==> config.mk <==
export PLATFORM = sky130hd
export DESIGN_NAME = sreg_rx
export DESIGN_NICKNAME = d
export VERILOG_FILES = /design/src/rtl/sreg_rx.sv
export SDC_FILE = /design/constraint.sdc
export NUM_CORES = 1
export LEC_CHECK = 0
export CAP_MARGIN = 25
export CORE_UTILIZATION = 58
export CTS_CLUSTER_DIAMETER = 120
export DETAILED_ROUTE_END_ITERATION = 8
export PLACE_DENSITY_LB_ADDON = 0.08
export RECOVER_POWER = 100
export SYNTH_ARGS = -nofsm -noshare
export SYNTH_HDL_FRONTEND = slang
export SYNTH_SLANG_ARGS = --single-unit
==> constraint.sdc <==
create_clock -name clk -period 1.8 [get_ports clk]
set_input_delay 0.18 -clock clk [delete_from_list [all_inputs] [get_ports clk]]
set_output_delay 0.18 -clock clk [all_outputs]
set_load 0.03 [all_outputs]
==> src/rtl/sreg_rx.sv <==
// sreg_rx: reads one word out of an external serial shift-register chain.
//
// On a start request in IDLE the block raises shift for N = DATA_W/LANES
// consecutive cycles. It captures LANES bits of the chain tail (sreg_in) on
// each cycle that follows a shift cycle, MSB-first, and presents the
// finished word on a one-deep registered valid/ready output.
//
// Ports
//   clk         in   clock, rising edge
//   rst         in   synchronous active-high reset
//   start       in   one-cycle request to read out one word
//   sreg_in     in   LANES-bit serial data, valid the cycle after shift
//   shift       out  registered shift enable to the chain
//   data_out    out  DATA_W-bit captured word, registered
//   data_valid  out  data_out holds an unconsumed word
//   data_ready  in   consumer accepts data_out when data_valid is also high
//   busy        out  FSM is not idle
//   overrun     out  sticky: a start arrived while busy and was dropped
//
// Parameters
//   DATA_W  captured word width; must be an integer multiple of LANES
//   LANES   serial lanes shifted per cycle
module sreg_rx #(
  parameter int unsigned DATA_W = 42,
  parameter int unsigned LANES  = 2
) (
  input  logic              clk,
  input  logic              rst,
  input  logic              start,
  input  logic [LANES-1:0]  sreg_in,
  output logic              shift,
  output logic [DATA_W-1:0] data_out,
  output logic              data_valid,
  input  logic              data_ready,
  output logic              busy,
  output logic              overrun
);

  // Number of shift cycles per word.
  localparam int unsigned N    = DATA_W / LANES;
  // A single-beat word still needs a one-bit counter.
  localparam int unsigned CntW = (N > 1) ? $clog2(N) : 1;
  localparam logic [CntW-1:0] CntLast = CntW'(N - 1);

  typedef enum logic [1:0] {
    StIdle,
    StShift,
    StLast,
    StWait
  } state_e;

  state_e              state_q, state_d;
  logic [CntW-1:0]     cnt_q, cnt_d;
  logic [DATA_W-1:0]   cap_q, cap_d;
  logic [DATA_W-1:0]   data_out_q, data_out_d;
  logic                data_valid_q, data_valid_d;
  logic                shift_q, shift_d;
  logic                overrun_q, overrun_d;

  logic [DATA_W-1:0]   cap_shifted;
  logic [DATA_W-1:0]   load_word;
  logic                sample;
  logic                load;
  logic                load_ok;
  logic                handshake;

  // Capture register with the current sreg_in appended at the LSB end; the
  // first sample therefore ends up in the top LANES bits.
  if (LANES == DATA_W) begin : gen_single_beat
    assign cap_shifted = sreg_in;
  end else begin : gen_multi_beat
    assign cap_shifted = {cap_q[DATA_W-LANES-1:0], sreg_in};
  end

  // The chain presents data one cycle after each shift cycle. Shift is high
  // for every SHIFT cycle, so the sample cycles are SHIFT with a non-zero
  // count followed by the single LAST cycle.
  assign sample = ((state_q == StShift) && (cnt_q != '0)) || (state_q == StLast);

  assign handshake = data_valid_q && data_ready;
  // The output register can take a new word if it is empty or being drained.
  assign load_ok   = !data_valid_q || data_ready;

  always_comb begin
    state_d      = state_q;
    cnt_d        = cnt_q;
    cap_d        = cap_q;
    data_out_d   = data_out_q;
    data_valid_d = data_valid_q;
    overrun_d    = overrun_q;
    load         = 1'b0;
    load_word    = cap_q;

    if (start && (state_q != StIdle)) begin
      overrun_d = 1'b1;
    end

    if (sample) begin
      cap_d = cap_shifted;
    end

    unique case (state_q)
      StIdle: begin
        if (start) begin
          state_d = StShift;
          cnt_d   = '0;
          cap_d   = '0;
        end
      end
      StShift: begin
        // Hold the count at N-1; LAST takes over from there.
        if (cnt_q == CntLast) begin
          state_d = StLast;
        end else begin
          cnt_d = cnt_q + 1'b1;
        end
      end
      StLast: begin
        // The final sample is still on sreg_in, so load the shifted value.
        load_word = cap_shifted;
        if (load_ok) begin
          load    = 1'b1;
          state_d = StIdle;
        end else begin
          state_d = StWait;
        end
      end
      StWait: begin
        load_word = cap_q;
        if (load_ok) begin
          load    = 1'b1;
          state_d = StIdle;
        end
      end
      default: begin
        state_d = StIdle;
      end
    endcase

    // A load in the handshake cycle keeps valid high with the new word.
    if (load) begin
      data_out_d   = load_word;
      data_valid_d = 1'b1;
    end else if (handshake) begin
      data_valid_d = 1'b0;
    end

    // Shift is registered from the next state so it lines up with SHIFT.
    shift_d = (state_d == StShift);
  end

  always_ff @(posedge clk) begin
    if (rst) begin
      state_q      <= StIdle;
      cnt_q        <= '0;
      cap_q        <= '0;
      data_out_q   <= '0;
      data_valid_q <= 1'b0;
      shift_q      <= 1'b0;
      overrun_q    <= 1'b0;
    end else begin
      state_q      <= state_d;
      cnt_q        <= cnt_d;
      cap_q        <= cap_d;
      data_out_q   <= data_out_d;
      data_valid_q <= data_valid_d;
      shift_q      <= shift_d;
      overrun_q    <= overrun_d;
    end
  end

  assign shift      = shift_q;
  assign data_out   = data_out_q;
  assign data_valid = data_valid_q;
  assign busy       = (state_q != StIdle);
  assign overrun    = overrun_q;

endmodule

==> flow_metrics.py, run 1 <==
metrics = {
    "setup_path": {
        "r2r_start": "cnt_q[1]",
        "path_class": "reg -> out",
        "end_kind": "output port",
        "r2r_setup_slack_ns": 0.11,
        "reg2reg_depth": 6,
        "cp-start-kind": "flop",
        "required_ns": 1.62,
        "critPathMaxFanout": 54,
        "reg2reg_to": "cap_q[39]",
        "worstPathArrival_ns": 1.52,
    },
    "clock_tree": {
        "post_cts_buffers": 0,
        "cts_buffers": 9,
        "cts_max_level": 3,
        "clock_path_buffers": 2,
        "cts_root_buffer": "clkbuf_8",
        "hold_buffers": 0,
        "cts.clk_slew.worst_paths_ns": 0.10,
        "clk_latency_ns": 0.36,
        "numClockSinks": 94,
        "cts_tree": "built",
    },
    "place": {
        "place_ws_ns": 0.120,
        "placed_area_sq_um": 5790,
        "portBuffers": 51,
        "dp_hpwl_microns": 7280,
        "gp_congestion": 0.744,
    },
    "hold_path": {
        "hold_class": "in -> reg",
        "hold_path.startpoint": "rst",
        "hold_path_end": "overrun",
        "worstHoldPathCells": 3,
    },
    "final_layout": {
        "area_delta_synth_final_pct": 12.5,
        "antennaDiodeCount": 0,
        "post-route-util": 0.675,
        "layout.nets": 611,
        "seqCellArea_sq_um": 1890,
        "nFillCells": 746,
        "drive_above_1_share": 0.206,
        "multi_input_area_sq_um": 2910,
        "final_area_sq_um": 5920,
    },
    "timing": {
        "skew_ns": 0.0149,
        "min_period_ns": 1.70,
        "finalCritPeriodShare": 0.946,
        "hold_viol_final": 0,
        "slew_headroom": 0.702,
        "max_freq_mhz": 587,
        "fin_ws_ns": 0.0971,
        "tightest_slew_ns": 0.447,
        "rsz0062_at_grt": "true",
        "setup_viol": 0,
        "maxSlewViolCount": 0,
    },
    "die": {
        "rows": 34,
        "core_area_sq_um": 8760,
        "die_y_microns": 97.2,
        "die_w_microns": 97.2,
        "start_util": 0.600,
        "die-area_sq_um": 9460,
        "io_pins": 52,
    },
    "yosys": {
        "syn_avg_cell_area_sq_um": 8.95,
        "synth-seq-area-share": 0.358,
        "synth_nets": 596,
        "ys_seq_elements": 94,
        "syn_inst": 588,
        "ys_warn_count": 0,
        "ys_types": 39,
        "syn_area_sq_um": 5260,
    },
    "grt": {
        "grt_use_total": 0.256,
        "first_global_vias": 4389,
        "grt_pass1_wl_microns": 20500,
        "grt_max_degree": 61,
        "antenna_found_initial": 0,
        "grt.overflow.total": 0,
    },
    "drt": {
        "routed_wirelength_microns": 11900,
        "vias_per_cell": 6.38,
        "wl_per_cell_microns": 16.6,
        "first_pass_iters": 4,
        "drtIter0Drc": 259,
        "vias": 4565,
        "drc_errors": 0,
        "antenna_left": 0,
    },
    "power_and_ir_drop": {
        "finalPower_uw": 4210,
        "ir_drop_mv": 0.403,
        "power_density_nw_per_um2": 712,
        "leakage_uw": 0.00207,
    },
    "status": {
        "status": "finished, final reports clean",
    },
    "flow_run": {
        "max-cap-violations": 0,
    },
}
sequential cells by signal, indices dropped and copies added (netlist names):
signal,count
data_out,42
data_valid,1
cap_q,42
cnt_q,5
shift,1
state_q,2
overrun,1
metal layers:
metal / routed length (microns) / up-vias / track usage
met2: 5860 / 94 / 0.444
met1: 5410 / 2195 / 0.334
met3: 467 / 15 / 0.0302
met4: 151 / 0 / 0.0781
met5: 0 / - / 0
li1: - / 2261 / -
cells in the final DEF, fill, tap and decap left out, drive strengths merged, types with 2 or more instances in the layout:
cell type      netlist  layout
nand2               43      43
or3                  2       2
clkdlybuf4s50        0       4
buf                 36      23
a21oi               50      50
nor2                 2       2
and2                 2       2
o211ai               2       2
o2111ai             42      42
clkbuf              35      14
dlygate4sd3          0      45
nand3                6       6
nand2b               3       3
or2                 43      43
dfxtp               94      94
and2b               30      30
inv                  4       4
ha                   2       2
a211oi              42      42
nor2b               13      13
o21ai               86      86
a311oi              42      42
clkinv               0       3
where the power goes:
part,switching (uW),total (uW),internal [uW]
clock,737,1370,634
combinational,348,618,270
sequential,85.6,2220,2140
total,1170,4210,3040
metrics by stage:
stage,std cells,hold slack [ns],TNS (ns)
floorplan,588,0.321,0
global placement,700,0.451,0
detailed placement,700,0.456,0
CTS,716,0.300,0
global route,716,0.311,-0.0944
finish,716,0.302,0
cells in the mapped netlist:
library cell | n | area share
ha_1 | 2 | 0.0048
a31oi_1 | 1 | 0.0012
buf_6 | 10 | 0.021
and2b_1 | 30 | 0.043
nand2b_1 | 2 | 0.0024
a211oi_1 | 42 | 0.060
and2_1 | 2 | 0.0024
clkbuf_4 | 3 | 0.0043
clkbuf_1 | 28 | 0.020
nor2b_1 | 13 | 0.015
buf_4 | 9 | 0.013
nand2b_4 | 1 | 0.0026
a311oi_2 | 40 | 0.11
and4b_4 | 1 | 0.0026
o21ai_2 | 1 | 0.0017
a21oi_1 | 50 | 0.048
nand2_1 | 43 | 0.031
or3_1 | 1 | 0.0012
nand4b_1 | 1 | 0.0017
nand3_1 | 6 | 0.0057
inv_2 | 1 | 0.00071
o31ai_1 | 1 | 0.0014
a311oi_1 | 2 | 0.0033
or3b_4 | 1 | 0.0021
o21ai_0 | 46 | 0.044
dfxtp_1 | 94 | 0.36
nor2_1 | 2 | 0.0014
or4b_1 | 1 | 0.0019
o2111ai_1 | 42 | 0.070
inv_1 | 3 | 0.0021
or3_2 | 1 | 0.0014
or2_2 | 43 | 0.051
buf_2 | 17 | 0.016
clkbuf_2 | 4 | 0.0038
nor4b_4 | 1 | 0.0045
o21ai_1 | 39 | 0.037
a2111oi_1 | 1 | 0.0019
or4_1 | 1 | 0.0014
o211ai_1 | 2 | 0.0029
repair_timing:
action	4_1_cts	5_1_grt
endpoints found under the setup margin	0	8
gates resized for setup	0	2
hold endpoints to repair	0	0
cell families (layout without fill, tap and decap cells):
group,count (synthesis),after routing,synth area share
AO/OA/AOI/OAI,267,267,0.385
AND/OR/NAND/NOR,150,150,0.171
adder cells (fa/ha/maj),2,2,0.00476
buffers and inverters,75,95,0.0813
flip-flops,94,94,0.358
how the worst max path moves through the flow:
stage	start	to	slack (ns)	depth (start not counted)
after detailed placement	cnt_q[0]	cap_q[1]	0.12	6
final	state_q[1]	busy	0.1	3
after global routing	cnt_q[1]	cap_q[9]	-0.04	6
after global placement	start	cap_q[18]	0.16	5
after CTS	state_q[1]	busy	0.09	3
after floorplan	cnt_q[0]	cap_q[10]	0.24	7
area by class of cell:
class / instances / share of cell area
multi-input cells: 419 / 0.491
clock inverters: 5 / 0.00846
repair buffers: 75 / 0.133
inverters: 4 / 0.00254
well taps: 108 / 0.0228
flip-flops and latches: 94 / 0.319
clock buffers: 11 / 0.0222
worst max-delay path: stages (launching register included):
cell and delay [ns]:
dfxtp_4 0.46, buf_12 0.22, or2_2 0.30, clkbuf_4 0.19
No activity file was read; power rests on OpenSTA's default activity.
==> inputs of run 2 (changes only) <==
CORE_UTILIZATION = 59   (was 58)
CTS_BUF_LIST = sky130_fd_sc_hd__clkbuf_8   (was unset)
==> run 2 against run 1 <==
Clock skew shrank 0.0043 ns. Hold slack lost 0.0031 ns. Sequential share of layout area is 0.32 points lower. First-iteration DRC count down 20%. Via count increased by 0.22%. Global-route usage rose by 1.4 points. Routed wire length grew 2.0%. Design area grew 1.0%. Non-clock buffer count is 4 higher.
==> flow_metrics.py, run 2 (same netlist as run 1, synthesis figures left out) <==
metrics = {
    "status": {
        "status": "finished, final reports clean",
    },
    "final_layout": {
        "drive_above_1_share": 0.214,
        "final_common_cell": "dfxtp_1",
        "antennaDiodeCount": 0,
        "post-route-util": 0.689,
        "area_delta_synth_final_pct": 13.6,
        "layout.nets": 615,
        "final_cell_mix": "dfxtp_1, a21oi_1, o21ai_0",
    },
    "power_and_ir_drop": {
        "p_sw_uw": 1180,
        "ir_drop_mv": 0.347,
        "power_density_nw_per_um2": 730,
        "p_sw_frac": 0.270,
        "intPower_uw": 3180,
        "leakage_uw": 0.00211,
        "finalPower_uw": 4370,
        "p_comb_frac": 0.149,
        "sequentialPowerShare": 0.507,
        "p_clk_frac": 0.344,
    },
    "timing": {
        "finalCritPeriodShare": 0.951,
        "skew_ns": 0.0106,
        "rsz0062_at_grt": "false",
        "fin_tns_setup_ns": 0,
        "tightest_slew_ns": 0.484,
        "hold_viol_final": 0,
        "setup_viol": 0,
        "max_freq_mhz": 584,
        "maxSlewViolCount": 0,
        "min_period_ns": 1.71,
        "slew_headroom": 0.677,
    },
    "die": {
        "rows": 34,
        "die_y_microns": 96.4,
        "die_w_microns": 96.4,
        "start_util": 0.606,
        "core_area_sq_um": 8680,
        "die-area_sq_um": 9300,
        "io_pins": 52,
    },
    "setup_path": {
        "cp-start-kind": "flop",
        "startpoint": "cnt_q[0]",
        "path_depth": 7,
        "path_class": "reg -> reg",
        "crit_family": "buffers and inverters",
        "end_kind": "flop",
        "worstPathArrival_ns": 1.99,
        "required_ns": 2.07,
        "crit_slowest_cell": "dfxtp_1",
        "critPathMaxFanout": 21,
        "max_stage_delay_ns": 0.34,
        "r2r_start": "cnt_q[0]",
        "reg2reg_depth": 7,
        "path_cells": "inv_1 -> ha_2 -> nor4b_4 -> buf_4 -> clkbuf_16 -> o21ai_1 -> a311oi_2",
        "r2r_setup_slack_ns": 0.09,
        "crit_buf_inv": 3,
    },
    "clock_tree": {
        "clk_latency_ns": 0.36,
        "cts.clk_slew.worst_paths_ns": 0.09,
        "hold_buffers": 0,
        "cts_root_buffer": "clkbuf_8",
        "cts_max_level": 3,
        "cts_buffers": 9,
        "numClockSinks": 94,
        "cts_tree": "built",
        "clock_path_buffers": 2,
    },
    "grt": {
        "grt_pass1_wl_microns": 19900,
        "antenna_found_initial": 0,
        "grt_use_total": 0.270,
        "grt_max_degree": 57,
        "first_global_vias": 4091,
        "grt.overflow.total": 0,
    },
    "drt": {
        "wl_per_cell_microns": 16.8,
        "antenna_left": 0,
        "drtIter0Drc": 207,
        "first_pass_iters": 4,
        "vias": 4575,
        "routed_wirelength_microns": 12100,
        "drc_errors": 0,
        "vias_per_cell": 6.35,
    },
    "place": {
        "gp_congestion": 0.784,
        "portBuffers": 51,
        "dp_hpwl_microns": 7470,
    },
    "flow_run": {
        "max-cap-violations": 0,
    },
    "hold_path": {
        "hold_path.startpoint": "rst",
        "hold_class": "in -> reg",
        "worstHoldPathCells": 3,
    },
}
run 2: changes by cell type in the layout (fill, tap and decap cells not counted), sizes merged:
| cell | change |
|---|---|
| buf | +3 |
| bufinv | +1 |
| clkbuf | -1 |
| clkinv | -2 |
| inv | +3 |
run 2: repair_timing:
item,4_1_cts,5_1_grt
gates resized for setup,0,2
setup endpoints to repair,0,28
buffers inserted,0,2
run 2: metrics by stage:
stage | hold WS (ns) | setup WS, ns | std cells | area [sq um]
after floorplan | 0.321 | 0.236 | 588 | 5260
after global placement | 0.454 | 0.143 | 701 | 5780
after detailed placement | 0.464 | 0.0839 | 701 | 5780
after CTS | 0.291 | 0.0663 | 717 | 5980
after global routing | 0.305 | 0.00309 | 720 | 5980
final | 0.299 | 0.0885 | 720 | 5980
run 2: cell type report:
type,count,area [sq um]
fill,740,2700
tap,108,135
multi-input combinational,419,2920
clock buffer,9,124
inverter,4,15.0
sequential,94,1890
timing repair buffer,79,808
clock inverter,7,82.6
run 2: tightest hold or removal path, cell delays in order:
cell	delay (ns)
buf_2	0.11
buf_4	0.25
a21oi_1	0.06
run 2: worst paths after layout:
check | to
setup / recovery | cap_q[39]
hold / removal | data_out[23]
setup reg to reg | cap_q[39]
hold reg to reg | data_out[36]
run 2: metal layers:
| layer | routed length (microns) | part of all wire | GRT usage | up-vias |
|---|---|---|---|---|
| li1 | - | - | - | 2272 |
| met2 | 5760 | 0.47 | 0.455 | 88 |
| met4 | 115 | 0.0095 | 0.0735 | 0 |
| met5 | 0 | 0 | 0 | - |
| met1 | 5780 | 0.48 | 0.352 | 2202 |
| met3 | 481 | 0.040 | 0.0540 | 13 |
run 2: power by group through the flow:
stage / Clock (uW) / Combinational (uW) / Sequential (uW)
2_1_floorplan: 0 / 553 / 2240
3_3_place_gp: 0 / 625 / 2260
3_5_place_dp: 0 / 643 / 2260
4_1_cts: 1540 / 645 / 2210
5_1_grt: 1610 / 710 / 2230
6_report: 1500 / 649 / 2210
==> inputs of run 3 (changes only) <==
MAX_ROUTING_LAYER = met4   (was unset)
==> run 3 against run 2 <==
Global-route usage rose by 0.83 points. Critical path type unchanged. Maximum frequency fell by 0.37%. Setup slack got worse by 0.0064 ns. Design area did not move.
==> flow_metrics.py, run 3 (same netlist as run 1, synthesis figures left out) <==
metrics = {
    "setup_path": {
        "crit_family": "buffers and inverters",
        "reg2reg_to": "cap_q[39]",
        "required_ns": 2.08,
        "crit_slowest_cell": "dfxtp_1",
        "path_class": "reg -> reg",
        "crit_buf_inv": 3,
        "critPathMaxFanout": 21,
        "r2r_start": "cnt_q[0]",
        "cp-start-kind": "flop",
        "r2r_setup_slack_ns": 0.08,
        "max_stage_delay_ns": 0.34,
        "worstPathArrival_ns": 1.99,
        "reg2reg_depth": 7,
        "path_depth": 7,
        "path_cells": "inv_1 -> ha_2 -> nor4b_4 -> buf_4 -> clkbuf_16 -> o21ai_1 -> a311oi_2",
        "end_kind": "flop",
    },
    "final_layout": {
        "seqCellArea_sq_um": 1890,
        "nFillCells": 740,
        "final_common_cell": "dfxtp_1",
        "layout.nets": 615,
        "antennaDiodeCount": 0,
        "drive_above_1_share": 0.214,
        "final_cell_mix": "dfxtp_1, a21oi_1, o21ai_0",
        "multi_input_area_sq_um": 2920,
        "area_delta_synth_final_pct": 13.6,
    },
    "grt": {
        "use_met2": 0.453,
        "met3_usage": 0.0501,
        "grt.overflow.total": 0,
        "antenna_found_initial": 0,
        "first_global_vias": 4091,
        "grt_use_total": 0.278,
        "busiest_layer": "met2",
        "grtUsageMet1": 0.356,
        "grt_max_degree": 57,
        "grt_pass1_wl_microns": 19900,
    },
    "timing": {
        "fin_ws_ns": 0.0821,
        "slew_headroom": 0.677,
        "max_freq_mhz": 582,
        "finalCritPeriodShare": 0.954,
        "skew_ns": 0.0106,
        "tightest_slew_ns": 0.485,
        "maxSlewViolCount": 0,
        "fin_tns_setup_ns": 0,
        "hold_viol_final": 0,
        "setup_viol": 0,
        "min_period_ns": 1.72,
        "rsz0062_at_grt": "false",
    },
    "power_and_ir_drop": {
        "leakage_uw": 0.00211,
        "finalPower_uw": 4360,
        "ir_drop_mv": 0.348,
        "power_density_nw_per_um2": 730,
    },
    "hold_path": {
        "hold_path.startpoint": "rst",
        "hold_path_end": "data_out[23]",
        "hold_class": "in -> reg",
        "worstHoldPathCells": 3,
    },
    "clock_tree": {
        "numClockSinks": 94,
        "hold_buffers": 0,
        "clock_path_buffers": 2,
        "clk_latency_ns": 0.36,
        "cts.clk_slew.worst_paths_ns": 0.09,
        "cts_tree": "built",
        "cts_root_buffer": "clkbuf_8",
        "cts_buffers": 9,
        "cts_max_level": 3,
    },
    "place": {
        "portBuffers": 51,
        "gp_congestion": 0.795,
        "place_ws_ns": 0.0839,
        "dp_hpwl_microns": 7470,
    },
    "die": {
        "start_util": 0.606,
        "die-area_sq_um": 9300,
        "rows": 34,
        "io_pins": 52,
        "die_w_microns": 96.4,
        "core_area_sq_um": 8680,
        "die_y_microns": 96.4,
    },
    "drt": {
        "drc_errors": 0,
        "antenna_left": 0,
        "vias": 4578,
        "vias_per_cell": 6.36,
        "routed_wirelength_microns": 12100,
        "first_pass_iters": 4,
        "drtIter0Drc": 214,
        "wl_per_cell_microns": 16.8,
    },
    "flow_run": {
        "max-cap-violations": 0,
    },
    "status": {
        "status": "finished, final reports clean",
    },
}
==> run 3: cell counts in the layout (fill, tap and decap cells not counted) <==
No cell type changed its count.
==> run 3: tightest hold or removal path, cell delays in order <==
cell and delay, ns:
buf_2 0.12, buf_4 0.26, a21oi_1 0.06
==> run 3: layer usage <==
layer | vias to the layer above | share of wire | routed length [microns]
li1 | 2273 | - | -
met1 | 2196 | 0.47 | 5630
met2 | 97 | 0.48 | 5830
met3 | 12 | 0.042 | 510
met4 | 0 | 0.011 | 130
met5 | - | 0 | 0
==> run 3: worst max path at each step <==
stage | startpoint | endpoint
final | cnt_q[0] | cap_q[39]
after global placement | start | cap_q[35]
after global routing | cnt_q[0] | cap_q[31]
after detailed placement | cnt_q[0] | cap_q[0]
after floorplan | cnt_q[0] | cap_q[10]
after CTS | state_q[1] | busy
==> run 3: repair_timing <==
| item | in CTS | in global routing |
|---|---|---|
| buffers inserted | 0 | 2 |
| resized for setup | 0 | 2 |
| endpoints found under the hold margin | 0 | 0 |
| setup endpoints to repair | 0 | 28 |
==> run 3: layout make-up <==
| class | instances | area share |
|---|---|---|
| multi-input cells | 419 | 0.489 |
| clock inverters | 7 | 0.0138 |
| clock buffers | 9 | 0.0207 |
| repair buffers | 79 | 0.135 |
| well taps | 108 | 0.0226 |
| inverters | 4 | 0.00251 |
| flip-flops and latches | 94 | 0.316 |
==> run 3: report_power, final <==
part | internal [uW] | switching, uW | leakage [uW] | total (uW)
Combinational | 281 | 368 | 0.00124 | 649
Sequential | 2140 | 74.5 | 0.000763 | 2210
Clock | 764 | 736 | 0.000111 | 1500
Total | 3180 | 1180 | 0.00211 | 4360
==> run 3: stage by stage <==
step | hold WS [ns] | std cells | util | instance area [sq um]
after floorplan | 0.321 | 588 | - | 5260
after global placement | 0.454 | 701 | 0.666 | 5780
after detailed placement | 0.464 | 701 | 0.666 | 5780
after CTS | 0.291 | 717 | 0.689 | 5980
after global routing | 0.306 | 720 | 0.689 | 5980
final | 0.301 | 720 | 0.689 | 5980
